## config.mk

```make
export PLATFORM = sky130hd
export DESIGN_NAME = piso_tx
export DESIGN_NICKNAME = d
export VERILOG_FILES = /design/src/rtl/piso_pkg.sv /design/src/rtl/piso_bit_cnt.sv /design/src/rtl/piso_tx.sv
export SDC_FILE = /design/constraint.sdc
export NUM_CORES = 1
export LEC_CHECK = 0
export CORE_MARGIN = 4
export CORE_UTILIZATION = 35
export DETAILED_ROUTE_END_ITERATION = 10
export GPL_TIMING_DRIVEN = 0
export PLACE_DENSITY_LB_ADDON = 0.25
export SYNTH_ARGS = -nofsm -noshare
export SYNTH_HDL_FRONTEND = slang
export SYNTH_SLANG_ARGS = --single-unit
```

## constraint.sdc

```tcl
create_clock -name clk -period 1.75 [get_ports clk]
set_input_delay 0.175 -clock clk [delete_from_list [all_inputs] [get_ports clk]]
set_output_delay 0.175 -clock clk [all_outputs]
set_load 0.02 [all_outputs]
```

## src/rtl/piso_pkg.sv

```systemverilog
// piso_pkg: types and helpers shared by the piso_tx transmitter.
//   piso_state_t   - transmitter FSM state encoding (2 bits)
//   piso_cnt_width - width of the bit counter for a given word width
package piso_pkg;

  localparam int PISO_DEFAULT_WIDTH = 8;

  typedef enum logic [1:0] {
    IDLE  = 2'd0,
    SHIFT = 2'd1,
    DONE  = 2'd2
  } piso_state_t;

  // Counter width needed to count 0..w-1. The result is never below 1, so a
  // counter always exists even for the narrowest word.
  function automatic int piso_cnt_width(input int w);
    return (w <= 2) ? 1 : $clog2(w);
  endfunction

endpackage

```

## src/rtl/piso_bit_cnt.sv

```systemverilog
// piso_bit_cnt: bit-position counter for the transmitter.
//   clk         - clock, rising edge
//   clr         - asynchronous active-high clear
//   load_zero_i - synchronous clear to 0 (start of a word)
//   en_i        - increment by one
//   cnt_o       - current count
//   last_o      - high while count == WIDTH-1
module piso_bit_cnt
  import piso_pkg::*;
#(
  parameter int WIDTH = PISO_DEFAULT_WIDTH,
  parameter int CW    = piso_cnt_width(WIDTH)
) (
  input  logic          clk,
  input  logic          clr,
  input  logic          load_zero_i,
  input  logic          en_i,
  output logic [CW-1:0] cnt_o,
  output logic          last_o
);

  logic [CW-1:0] cnt_q;
  logic [CW-1:0] cnt_d;

  always_comb begin
    cnt_d = cnt_q;
    if (load_zero_i) begin
      cnt_d = '0;
    end else if (en_i) begin
      cnt_d = cnt_q + CW'(1);
    end
  end

  always_ff @(posedge clk or posedge clr) begin
    if (clr) begin
      cnt_q <= '0;
    end else begin
      cnt_q <= cnt_d;
    end
  end

  assign cnt_o  = cnt_q;
  assign last_o = (cnt_q == CW'(WIDTH - 1));

endmodule

```

## src/rtl/piso_tx.sv

```systemverilog
// piso_tx: parallel-in, serial-out transmitter.
// Accepts one WIDTH-bit word over a valid/ready handshake, then drives it out
// one bit per shift_en cycle on sout, followed by a one-cycle done pulse.
//   clk        - clock, rising edge
//   clr        - asynchronous active-high reset
//   din        - parallel word to send
//   load_valid - din is valid
//   load_ready - block can accept a word (low while clr is high)
//   shift_en   - bit-rate enable; current bit is consumed when high
//   sout       - serial data (IDLE_LEVEL when no data bit is on the line)
//   sout_valid - sout carries a data bit
//   first      - sout carries the first bit of a word
//   done       - one-cycle pulse after the last bit is consumed
module piso_tx
  import piso_pkg::*;
#(
  parameter int WIDTH      = PISO_DEFAULT_WIDTH,
  parameter bit LSB_FIRST  = 1'b1,
  parameter bit IDLE_LEVEL = 1'b0
) (
  input  logic             clk,
  input  logic             clr,
  input  logic [WIDTH-1:0] din,
  input  logic             load_valid,
  output logic             load_ready,
  input  logic             shift_en,
  output logic             sout,
  output logic             sout_valid,
  output logic             first,
  output logic             done
);

  localparam int CW = piso_cnt_width(WIDTH);

  piso_state_t      state_q;
  piso_state_t      state_d;
  logic [WIDTH-1:0] shreg_q;
  logic [WIDTH-1:0] shreg_d;

  logic             cnt_load_zero;
  logic             cnt_en;
  logic [CW-1:0]    cnt;
  logic             cnt_last;
  logic             cur_bit;

  piso_bit_cnt #(
    .WIDTH (WIDTH),
    .CW    (CW)
  ) u_bit_cnt (
    .clk         (clk),
    .clr         (clr),
    .load_zero_i (cnt_load_zero),
    .en_i        (cnt_en),
    .cnt_o       (cnt),
    .last_o      (cnt_last)
  );

  // The bit on the line always sits at the output end of the register.
  assign cur_bit = LSB_FIRST ? shreg_q[0] : shreg_q[WIDTH-1];

  // Next-state, datapath control and output decode.
  always_comb begin
    state_d       = state_q;
    shreg_d       = shreg_q;
    cnt_load_zero = 1'b0;
    cnt_en        = 1'b0;
    load_ready    = 1'b0;
    sout          = IDLE_LEVEL;
    sout_valid    = 1'b0;
    first         = 1'b0;
    done          = 1'b0;

    unique case (state_q)
      IDLE: begin
        // clr gates load_ready so the handshake is closed during reset.
        load_ready = ~clr;
        // shift_en is deliberately ignored here; a load always wins.
        if (load_valid) begin
          shreg_d       = din;
          cnt_load_zero = 1'b1;
          state_d       = SHIFT;
        end
      end

      SHIFT: begin
        sout       = cur_bit;
        sout_valid = 1'b1;
        first      = (cnt == '0);
        if (shift_en) begin
          // Zeros enter the vacated end; they are never transmitted.
          shreg_d = LSB_FIRST ? (shreg_q >> 1) : (shreg_q << 1);
          if (cnt_last) begin
            // Counter parks at WIDTH-1 so it never wraps.
            state_d = DONE;
          end else begin
            cnt_en = 1'b1;
          end
        end
      end

      DONE: begin
        done    = 1'b1;
        state_d = IDLE;
      end

      default: begin
        state_d = IDLE;
      end
    endcase
  end

  always_ff @(posedge clk or posedge clr) begin
    if (clr) begin
      state_q <= IDLE;
      shreg_q <= '0;
    end else begin
      state_q <= state_d;
      shreg_q <= shreg_d;
    end
  end

endmodule
```

==> results.cfg <==
[floorplanning]
dieArea_um2 = 3020
fp.dieW_um = 54.9
fp.coreArea_um2 = 2020
pin_count = 17
die_h_um = 54.9
start_util_pct = 38.1
rows = 16

[sta]
setup-tns-final_ps = 0
clock_skew_ps = 6.50
fmaxAchievable_mhz = 601
setup_viol = 0
drv_slew = 0
min_period_ps = 1660
finalHoldViolations = 0
period_share_pct = 95.1
tightest_slew_ps = 494
relSlewSlack_pct = 67.0
rsz0062_at_grt = no

[synth]
synth_top_area_share_pct = 42.2
synthTopCellsByArea = dfrtp_1 (42%), mux2_4 (23%), ha_1 (4.9%)
synth_area_per_cell_um2 = 12.8
synth_cells = 60
syn_nets = 75
ys_ff_latch = 13
yosysWarnings = 0
yosysUniqueCellTypes = 22
ys_seq_area_share_pct = 42.2
synth_top_area_cell = dfrtp_1
synth.cell_area_um2 = 771

[layout]
fin_area_um2 = 990
mostFrequentLayoutCells = dfrtp_1 (13), mux2_4 (12), clkdlybuf4s50_1 (11)
final_cells = 107
area_growth_pct = 28.4
drive_above_1_share_pct = 30.0
fillers = 190
finish.utilization_pct = 48.9
final_common_cell = dfrtp_1
final_nets = 96
n_antenna_cell = 0

[run]
max_cap_violations = 0

[routing]
first_pass_iters = 4
drt.antenna.violating_nets = 0
first_iter_violations = 6
vias = 501
post_drt_wl_per_cell_um = 12.6
viasPerCell = 4.68
drc = 0
wirelength_um = 1350

[clock_tree]
cts-root-buf = clkbuf_4
clk_latency_ps = 280
clk_path_buf_depth = 2
cts_setup_buffers = 0
cts_max_level = 1
holdBufCountCts = 0
tritoncts = built
clock-sinks = 13
cts_resized = 8
cts.clk_slew.worst_paths_ps = 80
cts_buffers = 3

[place]
dp.cells = 103
placed_area_um2 = 965
io_buffers = 16
gp_congestion = 0.661
hpwl_um = 1020

[global_route]
grt_usage_pct = 11.1
grt_pass1_vias = 509
antenna_found_initial = 0
grt_overflow_total = 0
grt_first_pass_wirelength_um = 2260
grt_start_max_net_pins = 14

[pwr]
swShare_pct = 33.6
p_sw_mw = 0.485
seqPwrFrac_pct = 33.1
p_comb_share_pct = 53.6
p_clk_share_pct = 13.3
vdd_drop_max_uv = 738
total_power_mw = 1.44
p_int_mw = 0.956
leakage_nw = 0.500
powerDensity_nw_per_um2 = 1460

[critical_path]
cp_max_fo = 10
arrival_ps = 1490
crit_path_end_kind = primary output
worstSetupStartpointType = register
worstPathRequired_ps = 1570
crit_type = reg2out

[worst_hold_path]
hp-class = in2async

[run_status]
status = finished clean
worst max-delay path, cell delays in order (launching register included):
cell and delay [ps]:
dfrtp_1 380, buf_6 140, nand2b_4 130, buf_6 150
nor2_1 80, dlygate4sd2_1 330
power groups by stage:
stage	clock network, mW	registers [mW]	logic (mW)
floorplan	0	0.466	0.630
global placement	0	0.478	0.800
detailed placement	0	0.483	0.809
CTS	0.200	0.476	0.782
global route	0.214	0.490	0.849
finish	0.191	0.477	0.772
final timing paths:
| check | to | from | slack, ps | cells after the start |
|---|---|---|---|---|
| setup / recovery | sout | state_q[1]$_DFFE_PP0P_ | 90 | 5 |
| hold / removal | shreg_q[0]$_DFFE_PP0P_ | clr | 250 | 2 |
| setup reg to reg | u_bit_cnt.cnt_o[0]$_DFFE_PP0P_ | u_bit_cnt.cnt_o[0]$_DFFE_PP0P_ | 130 | 5 |
| hold reg to reg | shreg_q[2]$_DFFE_PP0P_ | shreg_q[2]$_DFFE_PP0P_ | 510 | 1 |
| max in group asynchronous | shreg_q[4]$_DFFE_PP0P_ | clr | 1160 | 2 |
| min in group clk | shreg_q[2]$_DFFE_PP0P_ | shreg_q[2]$_DFFE_PP0P_ | 510 | 1 |
cell usage after synthesis:
library cell / number
a311oi_1: 1
a22o_1: 2
a2bb2oi_1: 1
mux2i_1: 3
buf_4: 1
nand2_1: 1
nor2_1: 3
a21oi_1: 1
o21ai_0: 2
nor3b_1: 1
mux2_2: 1
and4bb_2: 1
mux2_4: 12
dfrtp_1: 13
and3_1: 1
nand2b_4: 1
nor2b_1: 2
ha_1: 3
nor2_4: 1
inv_1: 6
nor3_1: 1
buf_6: 2
cell type report:
cell class	instances	area [µm²]	area share (%)
buffer	3	30.0	3.03
inverter	6	22.5	2.28
sequential	13	325	32.9
tap	27	33.8	3.41
multi-input combinational	38	398	40.2
timing repair buffer	16	154	15.5
clock buffer	4	26.3	2.65
through the flow:
stage / hold WS (ps) / setup WS (ps)
floorplan: 52.0 / 234
global placement: 494 / -34.9
detailed placement: 496 / -26.7
CTS: 267 / 21.5
global route: 309 / 15.0
finish: 249 / 86.1
routing by layer:
layer	share of wire [%]	track usage, %	wire (µm)
met2	49	17.1	668
met3	5.3	3.75	71
met1	43	13.4	588
met4	1.7	6.07	23
met5	0	0	0
cells by family after synthesis:
| logic type | count (synthesis) | share of synthesized area, % |
|---|---|---|
| flip-flops | 13 | 42.2 |
| adder cells (fa/ha/maj) | 3 | 4.87 |
| AND/OR/NAND/NOR | 12 | 10.9 |
| AO/OA/AOI/OAI | 7 | 6.49 |
| multiplexers | 16 | 28.7 |
| buffers and inverters | 9 | 6.82 |
sequential cells by signal (all words and copies together) (netlist names):
name,flops
u_bit_cnt.cnt_o,3
shreg_q,8
state_q,2
No activity file was read; power rests on OpenSTA's default activity.
